File: config.mk
export PLATFORM = sky130hd
export DESIGN_NAME = sparc_exu_alu_pipe
export DESIGN_NICKNAME = d
export VERILOG_FILES = /design/src/rtl/sparc_exu_alu_pkg.sv /design/src/rtl/sparc_exu_alu_flags.sv /design/src/rtl/sparc_exu_alu_pipe.sv
export SDC_FILE = /design/constraint.sdc
export NUM_CORES = 1
export LEC_CHECK = 0
export BUFFER_PORTS_ARGS = -buffer_cell sky130_fd_sc_hd__buf_2
export CORE_ASPECT_RATIO = 1.5
export CORE_UTILIZATION = 50
export DETAILED_ROUTE_END_ITERATION = 10
export PLACE_DENSITY = 0.83
export SLEW_MARGIN = 10
export SYNTH_ARGS = -nofsm -noshare
export SYNTH_HDL_FRONTEND = slang
export SYNTH_SLANG_ARGS = --single-unit
File: constraint.sdc
create_clock -name rclk -period 7 [get_ports rclk]
set_input_delay 1.4 -clock rclk [delete_from_list [all_inputs] [get_ports rclk]]
set_output_delay 1.4 -clock rclk [all_outputs]
set_load 0.05 [all_outputs]
File: src/rtl/sparc_exu_alu_pkg.sv
// sparc_exu_alu_pkg
// Shared types for the EXU integer ALU: the opcode encoding, the per-thread
// condition-code register layout {xcc.nzvc, icc.nzvc}, and a helper that
// flags addresses falling in the unimplemented VA hole.
package sparc_exu_alu_pkg;

    typedef enum logic [2:0] {
        OP_ADD   = 3'd0,
        OP_AND   = 3'd1,
        OP_OR    = 3'd2,
        OP_XOR   = 3'd3,
        OP_MOVE  = 3'd4,
        OP_RS3   = 3'd5,
        OP_SHIFT = 3'd6
    } alu_op_e;

    typedef struct packed {
        logic n;
        logic z;
        logic v;
        logic c;
    } nzvc_t;

    // Packs to {xcc.n,z,v,c, icc.n,z,v,c}, which is the CCR read-port format.
    typedef struct packed {
        nzvc_t xcc;
        nzvc_t icc;
    } ccr_t;

    // Widest datapath the VA helper handles; callers zero-extend into it.
    localparam int VA_MAXW = 128;

    // An address is in the hole when bits [dw-1:vaw-1] are neither all-0
    // nor all-1, i.e. some bit above vaw-1 differs from bit vaw-1.
    function automatic logic va_hole(input logic [VA_MAXW-1:0] a,
                                     input int                 dw,
                                     input int                 vaw);
        logic sgn;
        logic hole;
        sgn  = 1'b0;
        hole = 1'b0;
        for (int i = 0; i < VA_MAXW; i++) begin
            if (i == vaw - 1) sgn = a[i];
        end
        for (int i = 0; i < VA_MAXW; i++) begin
            if (i >= vaw && i < dw && a[i] != sgn) hole = 1'b1;
        end
        return hole;
    endfunction

endpackage

File: src/rtl/sparc_exu_alu_flags.sv
// sparc_exu_alu_flags
// Combinational n/z/v/c generation for the 32-bit (icc) and DW-bit (xcc)
// views of an ALU result.
//   res_i    : result being written back
//   a_i, b_i : adder operands (b_i already inverted for subtract)
//   c64_i    : carry/borrow out of bit DW-1
//   c32_i    : carry/borrow out of bit 31
//   is_add_i : v and c are only meaningful for ADD; forced to 0 otherwise
//   xcc_o, icc_o : {n,z,v,c}
module sparc_exu_alu_flags #(
    parameter int DW = 64
) (
    input  logic [DW-1:0] res_i,
    input  logic [DW-1:0] a_i,
    input  logic [DW-1:0] b_i,
    input  logic          c64_i,
    input  logic          c32_i,
    input  logic          is_add_i,
    output logic [3:0]    xcc_o,
    output logic [3:0]    icc_o
);

    logic v64;
    logic v32;

    // Signed overflow: operands agree in sign, result disagrees.
    assign v64 = (a_i[DW-1] == b_i[DW-1]) && (res_i[DW-1] != a_i[DW-1]);
    assign v32 = (a_i[31] == b_i[31]) && (res_i[31] != a_i[31]);

    assign xcc_o = {res_i[DW-1], ~|res_i, is_add_i & v64, is_add_i & c64_i};
    assign icc_o = {res_i[31], ~|res_i[31:0], is_add_i & v32, is_add_i & c32_i};

endmodule

File: src/rtl/sparc_exu_alu_pipe.sv
// sparc_exu_alu_pipe
// Registered integer ALU with valid/ready handshake and per-thread CCRs.
//   rclk, rst          : clock, synchronous active-high reset
//   in_vld/in_rdy      : operation handshake
//   in_tid, in_op      : thread and opcode (alu_op_e)
//   in_inv, in_usec    : invert rs2 / use icc.c as carry-in on ADD
//   in_setcc           : write the thread's CCR on accept
//   in_rs1..in_shift   : operands
//   out_vld/out_rdy    : result handshake
//   out_tid, out_data  : registered thread and result
//   out_va, out_va_inv : low VA bits of the adder and VA-hole flag
//   ccr_rd_tid/ccr_rd  : combinational CCR read port
module sparc_exu_alu_pipe
    import sparc_exu_alu_pkg::*;
#(
    parameter  int DW   = 64,
    parameter  int VAW  = 48,
    parameter  int NTHR = 4,
    localparam int TW   = (NTHR > 1) ? $clog2(NTHR) : 1
) (
    input  logic            rclk,
    input  logic            rst,
    input  logic            in_vld,
    output logic            in_rdy,
    input  logic [TW-1:0]   in_tid,
    input  logic [2:0]      in_op,
    input  logic            in_inv,
    input  logic            in_usec,
    input  logic            in_setcc,
    input  logic [DW-1:0]   in_rs1,
    input  logic [DW-1:0]   in_rs2,
    input  logic [DW-1:0]   in_rs3,
    input  logic [DW-1:0]   in_shift,
    output logic            out_vld,
    input  logic            out_rdy,
    output logic [TW-1:0]   out_tid,
    output logic [DW-1:0]   out_data,
    output logic [VAW-1:0]  out_va,
    output logic            out_va_inv,
    input  logic [TW-1:0]   ccr_rd_tid,
    output logic [7:0]      ccr_rd
);

    // Storage is sized to the full tid space so any tid value indexes safely.
    localparam int NSLOT = 1 << TW;

    alu_op_e        op;
    logic           acc;
    logic [DW-1:0]  b;
    logic           cin;
    logic [DW:0]    sum_x;
    logic [DW-1:0]  sum;
    logic           c64;
    logic           c32;
    logic [DW-1:0]  res_d;
    logic [3:0]     xcc_w;
    logic [3:0]     icc_w;
    ccr_t           ccr_d;
    ccr_t           cur_ccr;
    logic           out_vld_d;
    logic           va_inv_d;

    logic           out_vld_q;
    logic [TW-1:0]  out_tid_q;
    logic [DW-1:0]  out_data_q;
    logic [VAW-1:0] out_va_q;
    logic           out_va_inv_q;
    ccr_t           ccr_q [NSLOT];

    assign op      = alu_op_e'(in_op);
    assign in_rdy  = ~out_vld_q | out_rdy;
    assign acc     = in_vld & in_rdy;
    assign cur_ccr = ccr_q[in_tid];

    // Adder: subtract is rs1 + ~rs2 + 1; addc/subc fold icc.c into the
    // carry-in with the same inversion so borrow-in behaves like carry-in.
    assign b     = in_inv ? ~in_rs2 : in_rs2;
    assign cin   = in_usec ? (cur_ccr.icc.c ^ in_inv) : in_inv;
    assign sum_x = {1'b0, in_rs1} + {1'b0, b} + {{DW{1'b0}}, cin};
    assign sum   = sum_x[DW-1:0];

    // Carry into bit 32 recovered from the sum; inverting on subtract turns
    // carry into borrow.
    assign c64 = sum_x[DW] ^ in_inv;
    assign c32 = sum[32] ^ in_rs1[32] ^ b[32] ^ in_inv;

    always_comb begin
        res_d = '0;
        case (op)
            OP_ADD:   res_d = sum;
            OP_AND:   res_d = in_rs1 & b;
            OP_OR:    res_d = in_rs1 | b;
            OP_XOR:   res_d = in_rs1 ^ b;
            OP_MOVE:  res_d = b;
            OP_RS3:   res_d = in_rs3;
            OP_SHIFT: res_d = in_shift;
            default:  res_d = '0;
        endcase
    end

    sparc_exu_alu_flags #(.DW(DW)) u_flags (
        .res_i    (res_d),
        .a_i      (in_rs1),
        .b_i      (b),
        .c64_i    (c64),
        .c32_i    (c32),
        .is_add_i (op == OP_ADD),
        .xcc_o    (xcc_w),
        .icc_o    (icc_w)
    );

    assign ccr_d    = ccr_t'({xcc_w, icc_w});
    assign va_inv_d = va_hole({{(VA_MAXW-DW){1'b0}}, sum}, DW, VAW);

    // Accept always reloads; otherwise a taken result empties the register.
    assign out_vld_d = acc ? 1'b1 : (out_rdy ? 1'b0 : out_vld_q);

    always_ff @(posedge rclk) begin
        if (rst) begin
            out_vld_q    <= 1'b0;
            out_tid_q    <= '0;
            out_data_q   <= '0;
            out_va_q     <= '0;
            out_va_inv_q <= 1'b0;
            for (int t = 0; t < NSLOT; t++) ccr_q[t] <= '0;
        end else begin
            out_vld_q <= out_vld_d;
            if (acc) begin
                out_tid_q    <= in_tid;
                out_data_q   <= res_d;
                out_va_q     <= sum[VAW-1:0];
                out_va_inv_q <= va_inv_d;
            end
            if (acc && in_setcc) ccr_q[in_tid] <= ccr_d;
        end
    end

    assign out_vld    = out_vld_q;
    assign out_tid    = out_tid_q;
    assign out_data   = out_data_q;
    assign out_va     = out_va_q;
    assign out_va_inv = out_va_inv_q;
    assign ccr_rd     = ccr_q[ccr_rd_tid];

endmodule

Word-level counts from Yosys, hierarchy flattened
Memory sizes are Yosys's and may differ from the RTL's.
Index checks and enable logic that the tools add are counted.
{ "word_totals": {"in_bits": 270, "out_inout_bits": 125, "mem_count": 1, "wordCells": 89, "reg_bits": 116, "mem_bits_rw": 32} }
{ "mem_list": {"columns": ["name", "depth", "word_bits", "rd", "rd_ports_with_merged_regs", "write_ports", "line_no", "source"], "rows": [
  ["ccr_q", 4, 8, 2, 0, 4, "sparc_exu_alu_pipe.sv:68", "ccr_t ccr_q [NSLOT];"]
]} }
{ "op_classes": {"eq_ne": 26, "bitwise_logic": 16, "addsub": 2, "n_mux": 29, "reduce_logical": 10} }
{ "op_table": {"columns": ["operator", "n"], "rows": [
  ["$pmux 64 s7", 1],
  ["$add 64x64->65", 1],
  ["$add 65x1->65", 1],
  ["$and 64x64->64", 1],
  ["$mux 64", 1],
  ["$not 64->64", 1],
  ["$or 64x64->64", 1],
  ["$reduce_or 64->1", 1],
  ["$xor 64x64->64", 1],
  ["$reduce_or 32->1", 1],
  ["$mux 1", 25],
  ["$ne 1x1->1", 18],
  ["$eq 3x3->1 const B", 3],
  ["$mux 8", 1],
  ["$reduce_or 8->1", 1],
  ["$eq 3x2->1 const B", 2],
  ["$and 1x1->1", 5],
  ["$xor 1x1->1", 5],
  ["$eq 3x1->1 const B", 1],
  ["$logic_and 1x1->1", 3],
  ["$logic_not 3->1", 1],
  ["$eq 1x1->1", 2],
  ["$logic_not 1->1", 2],
  ["$mux 2", 1],
  ["other kinds (3)", 3]
]} }

Logic depth before layout (Yosys ltp)
Gate-level depths: netlist (run 1).
{ "depth": {"depth_word": 21, "depth_mapped": 20, "depth_no_buf": 16} }

Cells and area by module
Synthesis (run 1) repeated with hierarchy kept, for this count alone.
{ "unflattened": {"hier_cells": 1944, "area_unflattened_um2": 14564.0} }
{ "by_module_without_submodules": {"columns": ["mod", "n_inst", "seq_area_each_um2", "area_per_inst_um2", "cells_each"], "rows": [
  ["sparc_exu_alu_pipe", 1, 3283.1, 14330.0, 1911],
  ["sparc_exu_alu_flags", 1, 0.0, 234.0, 33]
]} }

Least setup slack after synthesis (run 1)
OpenSTA, ideal clock, no wires.
{ "synth_path": {"path_kind": "input-to-reg", "start": "input in_inv", "end": "memory ccr_q[0][6] in the netlist's numbering, data pin", "cell_stages": 19, "path_slack_ns": 0.848, "arrival_ns": 6.000, "cell_sequence": "buf_4 > buf_6 > buf_6 > buf_2 > buf_2 > xor2_1 > fa_1 > fa_1 > nor2b_1 > o2111ai_1 > a2111oi_2 > a211oi_2 > o31ai_2 > xor2_1 > a221oi_1 > nand3_1 > nor4b_1 > nand4_1 > nor3_2"} }
{ "synth_rtl": {"columns": ["element", "line_no", "source"], "rows": [
  ["start, declared", "sparc_exu_alu_pipe.sv:27", "input logic in_inv,"],
  ["end, declared", "sparc_exu_alu_pipe.sv:68", null]
]} }

==> results.ini, run 1 <==
[route]
wl_per_cell_um = 30.2
routed_wl_um = 87100
dr.pass1.iters = 7
vias = 19878
via_per_inst = 6.89
drc = 0
drtIter0Drc = 2294
final_antenna_net_count = 0

[sta]
fin_skew_ns = 0.00926
max_freq_ghz = 0.155
finalHoldViolCount = 0
worstMarginPinSlew_ns = 1.34
finalCritPeriodShare_pct = 92.2
grt_setup_unrepaired = no
slew_violations = 0
relSlewSlack_pct = 10.8
hold_slack_ns = 0.458
setup_tns_ns = 0
fin_crit_ns = 6.45
setup_viol = 0

[yosys]
yosys-top-cells-count = nand2_1 (242), nor2_1 (206), a21oi_1 (175)
synthCells = 2126
synth_flop_cell = dfxtp_1
syn_area_um2 = 15900
synthArstFlopShare_pct = 0
synth_cell_types = 100
synth_area_leader_cell = dfxtp_1
yosysTopAreaCellShare_pct = 14.6
synth-seq-cells = 148
synth.most_common_cell = nand2_1
ys_top_cells_by_area = dfxtp_1 (15%), ha_1 (10%), edfxtp_1 (6.1%)
postSynthAreaPerCell_um2 = 7.47
synth.yosys.seq_area_share_pct = 20.7
synth_edf_count = 32
ys_warn_count = 0
synth_fp_nets = 2526

[floorplan]
start_util_pct = 51.0
rows = 79
core_area_um2 = 31100
die_area_um2 = 32500
dieHeight_um = 220
num_io_pins = 395
die-width_um = 147

[power]
vdd_drop_max_v = 0.000147
p_leak_nw = 8.63
powerDensity_nw_per_um2 = 222

[setup_path]
cp-start-kind = input pin
cp-end-kind = flip-flop
rr_worst_depth = 18
reg2reg_to = ccr_q[2][6]
crit_fanout = 7
critical_path_class = input pin to flip-flop
r2r_start = ccr_q[0][0]
critical_path_arrival_ns = 6.74
crit_required_ns = 7.29
reg2reg_setup_slack_ns = 1.30

[clock_network]
numClockSinks = 148
htree_levels = 4
numCtsBuffers = 17
clkSlewWorstSetupHoldPaths_ns = 0.07
clock_path_buffers = 2
cts_root_buffer = clkbuf_16
clk_latency_ns = 0.45
cts_tree = done
cts_resized = 0
cts_setup_buffers = 0
postCtsHoldBufs = 0

[cells_and_area]
syn2layout_area_growth_pct = 18.8
drive_gt1_share_pct = 23.3
fillers = 2848
seqCellArea_um2 = 3280
multi_input_area_um2 = 11300
layout.nets = 2861
fin_cells = 2886
finish.utilization_pct = 60.6

[global_routing]
track_usage_pct = 53.4
grt_pass1_wl_um = 126000
grt-ovfl-total = 0
grt_max_degree = 78
grt_antenna_before_repair = 11
first_global_vias = 19415

[run_status]
status = finished, final reports clean

[hold_path]
min_path_type = flip-flop to flip-flop
whs_endpoint = out_va[9]
min-delay-start = out_va[9]
min_path_cells = 2

[placement]
gp_congestion = 1.10
port_buffers = 394
placedCellCount = 2847
hpwl_um = 67900

[job]
cap_violations = 0

## how the worst max path moves through the flow
stage / from / to / slack (ns) / cells after the start
floorplan: in_inv / ccr_q[0][6] / 0.85 / 19
global placement: in_tid[0] / ccr_q[2][6] / 0.26 / 19
detailed placement: in_tid[0] / ccr_q[2][6] / 0.24 / 19
CTS: in_tid[0] / ccr_q[2][6] / 0.66 / 19
global route: in_tid[0] / ccr_q[0][6] / 0.20 / 19
finish: in_tid[0] / ccr_q[2][6] / 0.55 / 19
## worst max-delay path: stages
cell and delay (ns):
buf_2 0.16, mux4_2 0.53, nand2_1 0.10, xor2_1 0.08, fa_1 0.55, fa_1 0.48, nor2b_1 0.20, o2111ai_1 0.26
a2111oi_2 0.70, a211oi_2 0.18, o31ai_2 0.31, buf_4 0.18, xor2_1 0.08, a221oi_1 0.35, nand3_1 0.12, nor4b_1 0.53
nand4_1 0.17, buf_4 0.20, nor3_2 0.16
## layout by cell type, fill, tap and decap left out, types with 31 or more instances in the layout
cell,n
a211oi_1,65
a21oi_1,175
a22oi_1,32
buf_2,391
buf_4,78
dfxtp_1,116
edfxtp_1,32
ha_1,128
inv_1,148
mux2i_1,42
nand2_1,241
nand3_1,36
nand4_1,31
nor2_1,206
nor3_1,56
o211ai_1,31
o21ai_0,96
xnor2_1,53
xor2_1,54
## per-stage QoR
stage | total power (W) | setup slack, ns | area, µm²
final | 0.00418 | 0.548 | 18900
after detailed placement | 0.00311 | 0.243 | 18200
after global placement | 0.00309 | 0.257 | 18200
after CTS | 0.00406 | 0.662 | 18800
after global routing | 0.00429 | 0.202 | 18900
after floorplan | 0.00232 | 0.848 | 15900
## sequential cells by signal, indices dropped and copies added (netlist names)
signal / count
out_tid: 2
out_data: 64
ccr_q: 32
out_va: 48
out_vld: 1
out_va_inv: 1
## layer usage
metal  vias to the layer above  part of all wire, %  GRT usage (%)
li1                       8408                    -              -
met1                      9153                   30           51.4
met2                      1669                   46           87.8
met3                       644                   10           14.7
met4                         4                   14           60.2
met5                         -                0.048              0
## final cells by class
cell class	count	share of cell area, %
antenna	7	0.0929
inverter	151	3.01
tap	405	2.69
timing repair buffer	470	13.6
multi-input combinational	1673	60.0
clock inverter	14	0.843
sequential	148	17.4
clock buffer	18	2.39
## logic make-up after synthesis
family,synth area share (%)
AO/OA/AOI/OAI,29.5
AND/OR/NAND/NOR,20.2
multiplexers,4.78
flip-flops,20.7
adder cells (fa/ha/maj),10.3
buffers and inverters,8.36
XOR/XNOR,6.11
## where the power goes
group / leakage (nW) / internal (W) / switching [W] / total (W)
Sequential: 1.30 / 0.000948 / 0.0000491 / 0.000997
Combinational: 7.03 / 0.000651 / 0.00156 / 0.00221
Clock: 0.299 / 0.000528 / 0.000440 / 0.000968
Total: 8.63 / 0.00213 / 0.00205 / 0.00418
No activity file was read; power rests on OpenSTA's default activity.
==> run 2, diff against run 1 <==
--- a/config.mk
+++ b/config.mk
@@ -5,11 +5,13 @@
 export SDC_FILE = /design/constraint.sdc
 export NUM_CORES = 1
 export LEC_CHECK = 0
+export ABC_AREA = 1
 export BUFFER_PORTS_ARGS = -buffer_cell sky130_fd_sc_hd__buf_2
 export CORE_ASPECT_RATIO = 1.5
 export CORE_UTILIZATION = 50
+export CTS_CLUSTER_DIAMETER = 100
 export DETAILED_ROUTE_END_ITERATION = 10
-export PLACE_DENSITY = 0.83
+export PLACE_DENSITY = 0.82
 export SLEW_MARGIN = 10
 export SYNTH_ARGS = -nofsm -noshare
 export SYNTH_HDL_FRONTEND = slang
==> run 2 against run 1 <==
Die area rose by 4.3%. Sequential power decreased by 1%. Wire length down 16%. First-iteration DRC count fell by 28%. Critical path depth is 2 higher. Hold slack gained 0.023 ns. Combinational power decreased by 15%. Critical path type unchanged. Largest power group unchanged. Highest routed layer unchanged.
==> results.ini, run 2 <==
[run_status]
status = finished, final reports clean

[yosys]
synth_edf_count = 32
yosys-top-cells-count = nand2_1 (863), inv_1 (593), nor2_1 (340)
yosysTopAreaCellShare_pct = 19.6
synth.most_common_cell = nand2_1
synthCells = 2894
synth_cell_types = 47
synth_area_leader_cell = nand2_1
synth_fp_nets = 3294
syn_area_um2 = 16600
ys_warn_count = 0
ys_top_cells_by_area = nand2_1 (20%), dfxtp_1 (14%), inv_1 (13%)
postSynthAreaPerCell_um2 = 5.72
synthArstFlopShare_pct = 0
synth-seq-cells = 148
synth-simple-area-share_pct = 34.9
synth_compound_area_share_pct = 15.1
synth_flop_cell = dfxtp_1
yosys.area_share.xor_xnor_pct = 3.75
synth_top_family_by_area = simple AND/OR/NAND/NOR gates
synthMuxAreaShare_pct = 0
synth.yosys.seq_area_share_pct = 19.8
synthAdderAreaFrac_pct = 9.92

[sta]
setup_tns_ns = 0
finalHoldViolCount = 0
relSlewSlack_pct = 32.6
fin_skew_ns = 0.0121
fin_crit_ns = 5.15
worstMarginPinSlew_ns = 0.986
max_freq_ghz = 0.194
slew_violations = 0
setup_viol = 0
finalCritPeriodShare_pct = 73.6
grt_setup_unrepaired = no

[floorplan]
die_area_um2 = 33900
die-width_um = 151
start_util_pct = 50.7
core_area_um2 = 32600
dieHeight_um = 225
num_io_pins = 395
rows = 81

[global_routing]
grt_max_degree = 90
track_usage_pct = 43.0
first_global_vias = 19567
grt_pass1_wl_um = 108000
grt-ovfl-total = 0
grt_antenna_before_repair = 4

[clock_network]
cts_setup_buffers = 0
numClockSinks = 148
clkSlewWorstSetupHoldPaths_ns = 0.08
cts_root_buffer = clkbuf_16
numCtsBuffers = 17
clock_path_buffers = 2
cts_tree = done
cts_resized = 0
htree_levels = 4
clk_latency_ns = 0.47
postCtsHoldBufs = 0

[cells_and_area]
layout.cells.most_common_list = nand2_1 (863), inv_1 (593), buf_2 (393)
drive_gt1_share_pct = 14.4
syn2layout_area_growth_pct = 17.0
finish.utilization_pct = 59.3
largest_reg_flops = 64
multi_input_area_um2 = 10500
layout.nets = 3634
seqCellArea_um2 = 3280
fillers = 3396
layout_commonest_cell = nand2_1

[route]
wl_met3_um = 5300
top_layer = met5
drtIter0Drc = 1649
vias = 20338
wl_met2_um = 34400
final_antenna_net_count = 0
via_per_inst = 5.55
routed_wl_um = 72800
dr.pass1.iters = 6
wl_per_cell_um = 19.9
drc = 0
wl_met1_um = 25000

[power]
p_sw_share_pct = 49.6
p_sw_w = 0.00192
vdd_drop_max_v = 0.000112
p_leak_nw = 11.6
powerDensity_nw_per_um2 = 200
combPwrFrac_pct = 48.8
p_clk_share_pct = 25.7
p_seq_share_pct = 25.5
p_int_w = 0.00195

[setup_path]
cp-start-kind = input pin
crit_fanout = 27
critical_path_class = input pin to flip-flop
cp-end-kind = flip-flop
crit_required_ns = 7.32
critical_path_arrival_ns = 5.47

[placement]
port_buffers = 394
hpwl_um = 58200
gp_congestion = 1.14

[hold_path]
min_path_type = flip-flop to flip-flop

[job]
cap_violations = 0

run 2: changes by cell type after synthesis, moves of 34 or more:
cell      before  now
nand2_1      242  863
inv_1        148  593
nor2_1       206  340
nand3_1       36  143
a21oi_1      175   69
a211oi_1      65    2
o21ai_0       97  158
o22ai_1       15   65
mux2i_1       42    0
clkbuf_1      89   50
o211ai_1      31   65
run 2: cell type report:
type | instances | area share, %
Tap cell | 415 | 2.68
Timing Repair Buffer | 412 | 11.0
Inverter | 604 | 11.7
Sequential cell | 148 | 17.0
Antenna cell | 3 | 0.0388
Multi-Input combinational cell | 2051 | 54.4
Clock buffer | 17 | 2.20
Clock inverter | 15 | 1.00
run 2: worst paths after layout:
check                            startpoint     endpoint  slack [ns]  cells after the start
worst min register to register    out_va[2]    out_va[2]        0.48                      2
worst min-delay path              out_va[2]    out_va[2]        0.48                      2
worst max register to register  ccr_q[2][0]  ccr_q[2][6]        2.61                     22
worst max-delay path                 in_inv  ccr_q[2][6]        1.85                     21
run 2: routing by layer:
layer | vias up | GRT usage [%]
met5 | - | 0
met4 | 4 | 42.3
met3 | 366 | 7.71
met2 | 1127 | 72.8
met1 | 9116 | 43.4
li1 | 9725 | -
run 2: cells by family after synthesis:
family	count (synthesis)
AND/OR/NAND/NOR	1437
buffers and inverters	695
AO/OA/AOI/OAI	414
flip-flops	148
adder cells (fa/ha/maj)	130
XOR/XNOR	70
run 2: critical path, stage by stage:
cell     delay (ns)
buf_4          0.26
buf_4          0.53
xor2_1         0.23
inv_1          0.08
ha_1           0.38
nand2_1        0.12
nor2_1         0.29
nand2_1        0.16
nor2_1         0.11
nand2_1        0.10
nand3_1        0.27
nand2_1        0.11
nand3_1        0.09
nand2_1        0.09
nor2_1         0.13
nand2_1        0.06
nor2_1         0.36
nand4_2        0.26
nor2_1         0.18
nand3_2        0.12
nor2_1         0.10
run 2: per-stage QoR:
stage / setup slack, ns / hold WS (ns) / area [µm²] / instances / total power (W)
after floorplan: 2.55 / 0.688 / 16600 / 2894 / 0.00221
after detailed placement: 1.52 / 0.469 / 18700 / 3630 / 0.00282
after CTS: 1.99 / 0.479 / 19400 / 3662 / 0.00380
after global routing: 1.63 / 0.507 / 19400 / 3663 / 0.00403
final: 1.85 / 0.481 / 19400 / 3665 / 0.00386
after global placement: 1.61 / 0.462 / 18700 / 3630 / 0.00282
run 2: power by group through the flow:
stage | Clock (W) | Combinational (W) | Sequential, W
2_1_floorplan | 0 | 0.000980 | 0.00123
3_3_place_gp | 0 | 0.00182 | 0.00100
3_5_place_dp | 0 | 0.00182 | 0.00100
4_1_cts | 0.000990 | 0.00183 | 0.000984
5_1_grt | 0.00102 | 0.00202 | 0.000993
6_report | 0.000994 | 0.00188 | 0.000985
